**src/rtl/fnd_scan_decoder.sv**
```systemverilog
// Receive-side monitor for a multiplexed 4-digit 7-segment bus.
// Decodes settled (com, data) samples back to BCD digits and dot flags, then publishes complete frames.
module fnd_scan_decoder #(
    parameter int unsigned SETTLE_CYCLES  = 16,
    parameter int unsigned TIMEOUT_CYCLES = 2_000_000
) (
    input  logic        clk,
    input  logic        reset,
    input  logic [3:0]  i_fnd_com,
    input  logic [7:0]  i_fnd_data,
    output logic [15:0] o_frame_bcd,
    output logic [3:0]  o_frame_dp,
    output logic        o_frame_valid,
    output logic        o_stale,
    output logic        o_seg_err,
    output logic        o_com_err
);

    localparam int unsigned SW = $clog2(SETTLE_CYCLES + 1);
    localparam int unsigned TW = $clog2(TIMEOUT_CYCLES + 1);

    logic [3:0]    r_com_m, r_com_s, r_com_p;
    logic [7:0]    r_data_m, r_data_s, r_data_p;
    logic [SW-1:0] r_settle;
    logic [TW-1:0] r_tmo;
    logic          r_stale;
    logic [15:0]   r_shadow;
    logic [3:0]    r_seen, r_dpacc;
    logic [15:0]   r_frame_bcd;
    logic [3:0]    r_frame_dp;
    logic          r_frame_valid, r_seg_err, r_com_err;

    logic          w_com_chg, w_pair_chg, w_cap;
    logic          w_seg_ok, w_blank, w_dp;
    logic [3:0]    w_val;
    logic          w_pos_ok, w_idle;
    logic [1:0]    w_pos;
    logic [3:0]    w_seen_base, w_dp_base;

    // Two-flop synchronizer plus a copy of the last synced pair for change detection.
    always_ff @(posedge clk or posedge reset) begin
        if (reset) begin
            r_com_m  <= 4'hF;
            r_com_s  <= 4'hF;
            r_com_p  <= 4'hF;
            r_data_m <= 8'hFF;
            r_data_s <= 8'hFF;
            r_data_p <= 8'hFF;
        end else begin
            r_com_m  <= i_fnd_com;
            r_com_s  <= r_com_m;
            r_com_p  <= r_com_s;
            r_data_m <= i_fnd_data;
            r_data_s <= r_data_m;
            r_data_p <= r_data_s;
        end
    end

    assign w_com_chg  = (r_com_s != r_com_p);
    assign w_pair_chg = w_com_chg || (r_data_s != r_data_p);
    // Counter parks one past the capture point so a stable pair is captured only once.
    assign w_cap      = !w_pair_chg && (r_settle == SW'(SETTLE_CYCLES - 1));

    always_ff @(posedge clk or posedge reset) begin
        if (reset) begin
            r_settle <= '0;
        end else if (w_pair_chg) begin
            r_settle <= '0;
        end else if (r_settle < SW'(SETTLE_CYCLES)) begin
            r_settle <= r_settle + SW'(1);
        end
    end

    always_ff @(posedge clk or posedge reset) begin
        if (reset) begin
            r_tmo   <= '0;
            r_stale <= 1'b0;
        end else if (w_com_chg) begin
            r_tmo   <= '0;
            r_stale <= 1'b0;
        end else if (r_tmo != TW'(TIMEOUT_CYCLES)) begin
            r_tmo <= r_tmo + TW'(1);
            if (r_tmo == TW'(TIMEOUT_CYCLES - 1)) begin
                r_stale <= 1'b1;
            end
        end
    end

    // Segment pattern and digit-select decode of the synced sample.
    always_comb begin
        w_seg_ok = 1'b1;
        w_blank  = 1'b0;
        w_val    = 4'd0;
        w_dp     = ~r_data_s[7];
        case (r_data_s[6:0])
            7'h40:   w_val = 4'd0;
            7'h79:   w_val = 4'd1;
            7'h24:   w_val = 4'd2;
            7'h30:   w_val = 4'd3;
            7'h19:   w_val = 4'd4;
            7'h12:   w_val = 4'd5;
            7'h02:   w_val = 4'd6;
            7'h78:   w_val = 4'd7;
            7'h00:   w_val = 4'd8;
            7'h10:   w_val = 4'd9;
            7'h7F:   w_blank = 1'b1;
            default: w_seg_ok = 1'b0;
        endcase

        w_pos_ok = 1'b1;
        w_idle   = 1'b0;
        w_pos    = 2'd0;
        case (r_com_s)
            4'b1110: w_pos = 2'd0;
            4'b1101: w_pos = 2'd1;
            4'b1011: w_pos = 2'd2;
            4'b0111: w_pos = 2'd3;
            4'b1111: begin
                w_idle   = 1'b1;
                w_pos_ok = 1'b0;
            end
            default: w_pos_ok = 1'b0;
        endcase

        w_seen_base = (w_pos == 2'd0) ? 4'b0000 : r_seen;
        w_dp_base   = (w_pos == 2'd0) ? 4'b0000 : r_dpacc;
    end

    // Frame assembly: digit 0 always opens a new frame and publishes the previous one if complete.
    always_ff @(posedge clk or posedge reset) begin
        if (reset) begin
            r_shadow      <= '0;
            r_seen        <= '0;
            r_dpacc       <= '0;
            r_frame_bcd   <= '0;
            r_frame_dp    <= '0;
            r_frame_valid <= 1'b0;
            r_seg_err     <= 1'b0;
            r_com_err     <= 1'b0;
        end else begin
            r_frame_valid <= 1'b0;
            if (w_cap && !w_idle && !w_pos_ok) begin
                r_com_err <= 1'b1;
            end
            if (w_cap && w_pos_ok && !w_seg_ok) begin
                r_seg_err <= 1'b1;
            end
            if (r_stale) begin
                r_seen  <= '0;
                r_dpacc <= '0;
            end else if (w_cap && w_pos_ok && w_seg_ok) begin
                if ((w_pos == 2'd0) && (r_seen == 4'b1111)) begin
                    r_frame_bcd   <= r_shadow;
                    r_frame_dp    <= r_dpacc;
                    r_frame_valid <= 1'b1;
                end
                r_dpacc <= w_dp_base | (4'(w_dp) << w_pos);
                if (w_blank) begin
                    r_seen <= w_seen_base;
                end else begin
                    r_seen                  <= w_seen_base | (4'b0001 << w_pos);
                    r_shadow[w_pos*4 +: 4] <= w_val;
                end
            end
        end
    end

    assign o_frame_bcd   = r_frame_bcd;
    assign o_frame_dp    = r_frame_dp;
    assign o_frame_valid = r_frame_valid;
    assign o_stale       = r_stale;
    assign o_seg_err     = r_seg_err;
    assign o_com_err     = r_com_err;

endmodule

```
**config.mk**
```make
export PLATFORM = sky130hd
export DESIGN_NAME = fnd_scan_decoder
export DESIGN_NICKNAME = d
export VERILOG_FILES = /design/src/rtl/fnd_scan_decoder.sv
export SDC_FILE = /design/constraint.sdc
export NUM_CORES = 1
export LEC_CHECK = 0
export CORE_MARGIN = 2
export CORE_UTILIZATION = 45
export CTS_BUF_LIST = sky130_fd_sc_hd__clkbuf_8
export DETAILED_ROUTE_END_ITERATION = 16
export GPL_ROUTABILITY_DRIVEN = 0
export PLACE_DENSITY = 0.72
export SLEW_MARGIN = 20
export SYNTH_ARGS = -nofsm -noshare
export SYNTH_HDL_FRONTEND = slang
export SYNTH_SLANG_ARGS = --single-unit
```
**constraint.sdc**
```tcl
create_clock -name clk -period 7.1 [get_ports clk]
set_clock_uncertainty 0.05 [all_clocks]
set_input_delay 1.42 -clock clk [delete_from_list [all_inputs] [get_ports clk]]
set_output_delay 1.42 -clock clk [all_outputs]
set_load 0.05 [all_outputs]
```
==> metrics, run 1 <==
Avg Cell Area, Syn 11.9 sq um; Final Critical Period 3680 ps; Setup TNS 0 ps; Clk network pwr share about 33%; FF+latch count, synth 110; worst skew pair latency 360 ps; max incr delay on CP about 780 ps; FP Rows 37; Worst Tran Pin Value between 800 and 900 ps; H-tree Lvls 3; number of synthesis warnings 0; endpoints failing setup 0; met1 WL approximately 4000 um; vias in the first global route 3,071; P_leak approximately 2.4 nW; Cells after Synth between 400 and 500; Final Hold Viols 0; Slew HR 44.9%; TritonCTS clock tree done; P_int between 0.8 and 0.9 mW; initial antenna violation count 0; Comb pwr share 4.7%; share of layout cells above drive strength 1 21.1%; CP delay by family, top simple AND/OR/NAND/NOR gates; synth unique cells 48; starting density of the core approximately 47%; sequential cell area 2800 sq um; Power Density just under 200 nW/um^2; final-report max-slew violation count 0; Residual DRC 0; Area Growth Syn to Fin 13.4%; Max Clk Rate around 0.27 GHz; largest area contributor in the netlist dfrtp_1; TritonCTS Buffers 9; sw frac between 20% and 30%; # fillers between 900 and 1,000; Critical Path AT 3880 ps; dominant synthesized flop cell dfrtp_1; Worst-path clk slew ~90 ps; sequential area share after synthesis between 50% and 60%; area post-placement around 5300 sq um; Die ar. ~12,000 sq um; hpwl dp 5970 um; Core Area 10,400 sq um; hold_buf cts 0; crit end category flip-flop; Top Layer Used met4; Via Count about 3,000; max cap viols 0; Post-synth EDFFs 0; drt via density roughly 5.2; first-pass GRT wire length about 15,000 um; GR Overflow Total 0; worst path cell trace xnor2_2, nand4_2, nor4_1, o211a_1, nand2_1, mux2_2; worst min path class flip-flop to flip-flop; Post CTS Setup Buffer Count 0; Critical Path RT approximately 7300 ps; slowest stage cell, crit path nor4_1; RSZ-0062 raised after global routing false; Sink Count 110; pin count of the biggest net entering global routing 61; post-route ant nets 0; period utilization about half; met3 WL post-DR around 280 um; outcome finished clean; syn_nets between 400 and 500; die height approximately 110 um; clock buffer depth 2; critical path class flip-flop to flip-flop; GRT Total Usage between 15 and 20%; synthesized cell area just under 5000 sq um; Critical path buffers and inverters 0; Pre-antenna DRT Iters 4; PortBufs 37; wire per inst about 14 um; Ports 38; clock root buffer master clkbuf_8; critical path startpoint category flip-flop; Die Width between 100 and 150 um; # diodes 0; Design Area, Final between 5000 and 6000 sq um; synth top area cells dfrtp_1, dfstp_2, mux2_2; area of the multi-input gates about 1900 sq um; final worst-path setup slack 3420 ps; WL final 8340 um; top-area cell type share of the netlist area 38.3%; ys async rst share 100%; post-CTS sizing 0; crit path max fanout 24; part of the power in registers roughly 62%; sw power 0.239 mW; initial DRC count between 100 and 150; VDD IR-drop max between 0.0001 and 0.00015 V; DR WL met2 3960 um; Setup WS pre-CTS 3390 ps; fin nets 464
-- per-layer routing --
layer	track usage [%]	vias up
li1	-	1467
met1	22.0	1507
met2	25.2	58
met3	3.21	10
met4	6.04	0
met5	0	-
-- synth_stat cells, drive strengths merged, types with 6 or more instances --
library cell and count:
buf 13, xor2 16, nor2 44, nand2 19
nand4 8, and3 8, o21ai 6, mux2 35
dfstp 36, nand3 20, inv 13, a21oi 13
nor3 7, ha 10, or3 7, xnor2 21
nor2b 8, dfrtp 74
-- state kept, by name, indices dropped and copies added (netlist names) --
register       flops
r_tmo             21
o_frame_bcd       16
o_stale            1
r_data_m           8
r_com_s            4
r_data_p           8
r_data_s           8
o_seg_err          1
r_shadow          16
o_frame_dp         4
r_dpacc            4
r_com_p            4
r_com_m            4
o_frame_valid      1
o_com_err          1
r_settle           5
r_seen             4
-- final timing paths --
| path | startpoint | to | slack (ps) | cells after the start |
|---|---|---|---|---|
| max in group asynchronous | reset | r_tmo[14]$_DFFE_PP0P_ | 4420 | 3 |
| setup reg to reg | r_com_s[2]$_DFF_PP1_ | o_frame_bcd[13]$_DFFE_PP0P_ | 3420 | 6 |
| hold reg to reg | r_com_m[3]$_DFF_PP1_ | r_com_s[3]$_DFF_PP1_ | 310 | 0 |
| min in group asynchronous | reset | o_frame_bcd[8]$_DFFE_PP0P_ | 1450 | 2 |
| setup / recovery | r_com_s[2]$_DFF_PP1_ | o_frame_bcd[13]$_DFFE_PP0P_ | 3420 | 6 |
| hold / removal | r_com_m[3]$_DFF_PP1_ | r_com_s[3]$_DFF_PP1_ | 310 | 0 |
-- per-stage QoR --
stage | hold slack [ps] | std cells | utilization [%] | power (mW)
after floorplan | 295 | 405 | - | 0.704
after global placement | 296 | 565 | 51.1 | 0.720
after detailed placement | 297 | 565 | 51.1 | 0.722
after CTS | 311 | 581 | 52.8 | 1.08
after global routing | 314 | 581 | 52.8 | 1.12
final | 308 | 581 | 52.8 | 1.07
-- power groups by stage --
stage | Combinational [mW] | Sequential, mW | Clock [mW]
4_1_cts | 0.0518 | 0.659 | 0.369
3_5_place_dp | 0.0516 | 0.670 | 0
2_1_floorplan | 0.0421 | 0.662 | 0
3_3_place_gp | 0.0504 | 0.669 | 0
6_report | 0.0504 | 0.659 | 0.356
5_1_grt | 0.0574 | 0.661 | 0.399
-- cells by family (layout without fill, tap and decap cells) --
family / Yosys count / in the layout / share of synthesized area [%]
mux: 39 / 39 / 8.99
fa+ha+maj: 10 / 10 / 2.59
buf+inv: 27 / 67 / 2.77
xor+xnor: 37 / 37 / 7.18
simple gates: 150 / 150 / 16.3
compound gates: 32 / 32 / 4.25
flops: 110 / 110 / 57.9
-- cell usage in the layout, fill, tap and decap left out, types with 8 or more instances in the layout --
cell,instances
dfrtp_1,74
dfstp_2,36
a21oi_1,13
nor2b_1,8
clkbuf_8,9
inv_1,14
nand3_1,20
and3_1,8
xor2_1,16
xnor2_1,18
nor2_1,44
nand2_1,19
clkdlybuf4s50_1,37
ha_1,10
mux2_2,35
-- area by class of cell --
cell class                      count  share of cell area (%)
Tap cell                          136                    3.11
Inverter                           13                   0.937
Timing Repair Buffer               38                    6.90
Clock inverter                      7                    1.07
Clock buffer                        9                    2.26
Sequential cell                   110                    51.1
Multi-Input combinational cell    268                    34.7
Note: power is estimated with default switching activity, not from simulation.
==> inputs of run 2 (changes only) <==
Settings changed: PLACE_DENSITY 0.72 to 0.75.
Clock period 7.1 ns to 3 ns, I/O delays scaled along.
==> run 2 against run 1 <==
Compared with the run above: first-iteration DRC count is 100% higher; non-clock buffer count is 5 higher; combinational power grew to 2.5 times the previous value; critical endpoint is now r_dpacc[1]$_DFFE_PP0P_; die area stayed put; critical path type unchanged; total power is 140% higher.
==> metrics, run 2 (synthesized netlist as in run 1, its figures left out) <==
Power Density around 460 nW/um^2; hold_buf cts 0; Die Width between 100 and 150 um; Ports 38; first-pass GRT wire length between 10,000 and 15,000 um; critical path startpoint category flip-flop; max FFs per register 21; hold path startpoint r_com_m[1]$_DFF_PP1_; WL final between 8000 and 9000 um; Final Hold Viols 0; drt via density 5.27; P_leak between 2 and 2.5 nW; post-route ant nets 0; WHS Endpoint r_com_s[1]$_DFF_PP1_; Final Critical Period 2640 ps; Residual DRC 0; GR Overflow Total 0; worst min path class flip-flop to flip-flop; die height around 110 um; vias in the first global route around 3,000; clock buffer depth 2; Reg-to-Reg Start r_com_s[2]$_DFF_PP1_; hpwl dp about 6100 um; Core Area 10,400 sq um; RSZ-0062 raised after global routing false; crit path max fanout 10; GRT Total Usage between 10% and 20%; hold path cells 0; endpoints failing setup 0; final-report max-slew violation count 0; share of layout cells above drive strength 1 22.0%; reg2reg end r_dpacc[1]$_DFFE_PP0P_; clock root buffer master clkbuf_8; post-route insts no fill between 500 and 600; Post CTS Setup Buffer Count 0; Worst Tran Pin Value about 790 ps; VDD IR-drop max roughly 0.00025 V; Setup WS pre-CTS roughly 400 ps; placed instance count 570; worst skew pair latency around 380 ps; crit end category flip-flop; wire per inst roughly 15 um; Setup TNS 0 ps; most frequent cells in the layout dfrtp_1, nor2_1, clkdlybuf4s50_1; Worst-path clk slew approximately 100 ps; Critical Path RT ~3300 ps; fin nets between 400 and 500; Max Clk Rate ~0.38 GHz; starting density of the core around 47%; initial DRC count 208; outcome finished clean; final worst-path setup slack ~360 ps; Via Count between 3,000 and 4,000; Sink Count 110; TritonCTS clock tree done; period utilization 88.0%; H-tree Lvls 3; Pre-antenna DRT Iters 4; Slew HR about 47%; critical path class flip-flop to flip-flop; TritonCTS Buffers 9; Reg2Reg Setup Slack ~360 ps; initial antenna violation count 0; post-CTS sizing 0; max cap viols 0; PortBufs 37; pin count of the biggest net entering global routing between 60 and 70; Largest Register r_tmo; Critical Path AT around 2900 ps; # diodes 0; worst r2r path cells 6; Die ar. between 10,000 and 15,000 sq um; Area Growth Syn to Fin 14.6%; FP Rows 37; commonest non-fill, non-tap cell in the layout dfrtp_1
## run 2: cell count changes in the layout (fill, tap and decap cells not counted)
cell        previous run  this run
buf_4                  1         5
inv_6                  0         1
clkinv_2               3         1
inv_4                  2         1
clkinvlp_4             0         2
buf_12                 0         1
## run 2: cell type report
type / count / area [sq um]
Multi-Input combinational cell: 268 / 1900
Fill cell: 925 / 4830
Inverter: 13 / 52.6
Tap cell: 136 / 170
Clock inverter: 7 / 65.1
Sequential cell: 110 / 2800
Timing Repair Buffer: 43 / 428
Clock buffer: 9 / 124
## run 2: report_power, final
part	leakage, nW	switching (mW)	total [mW]	internal (mW)
registers	1.41	0.0293	1.56	1.53
logic	0.896	0.0726	0.127	0.0540
clock network	0.103	0.489	0.872	0.383
total	2.41	0.591	2.56	1.96
## run 2: stage by stage
stage                     cell area, sq um  total power [mW]  util (%)  hold WS (ps)
after floorplan                       4830              1.67         -           295
after global placement                5350              1.71      51.6           296
after detailed placement              5350              1.71      51.6           297
after CTS                             5540              2.59      53.4           311
after global routing                  5540              2.67      53.4           312
final                                 5540              2.56      53.4           310
## run 2: worst max-delay path by stage
stage,from,endpoint,slack (ps)
final,r_com_s[2]$_DFF_PP1_,r_dpacc[1]$_DFFE_PP0P_,360
after global routing,r_data_s[4]$_DFF_PP1_,r_dpacc[1]$_DFFE_PP0P_,230
after CTS,r_com_s[2]$_DFF_PP1_,r_dpacc[1]$_DFFE_PP0P_,360
after detailed placement,r_com_s[2]$_DFF_PP1_,r_dpacc[1]$_DFFE_PP0P_,400
after global placement,r_com_s[2]$_DFF_PP1_,r_dpacc[1]$_DFFE_PP0P_,500
after floorplan,r_com_s[0]$_DFF_PP1_,r_dpacc[1]$_DFFE_PP0P_,490
## run 2: routing by layer
metal | global-route usage [%] | vias to the layer above | part of all wire, %
li1 | - | 1478 | -
met1 | 22.1 | 1519 | 47
met2 | 25.4 | 75 | 47
met3 | 3.33 | 17 | 4.2
met4 | 7.88 | 0 | 2.5
met5 | 0 | - | 0
## run 2: critical path, stage by stage, from the launching register on
cell     delay [ps]
dfstp_2         660
xnor2_2         140
nand4_2         140
or3_1           490
a211o_1         390
or4_1           500
a21oi_1         180
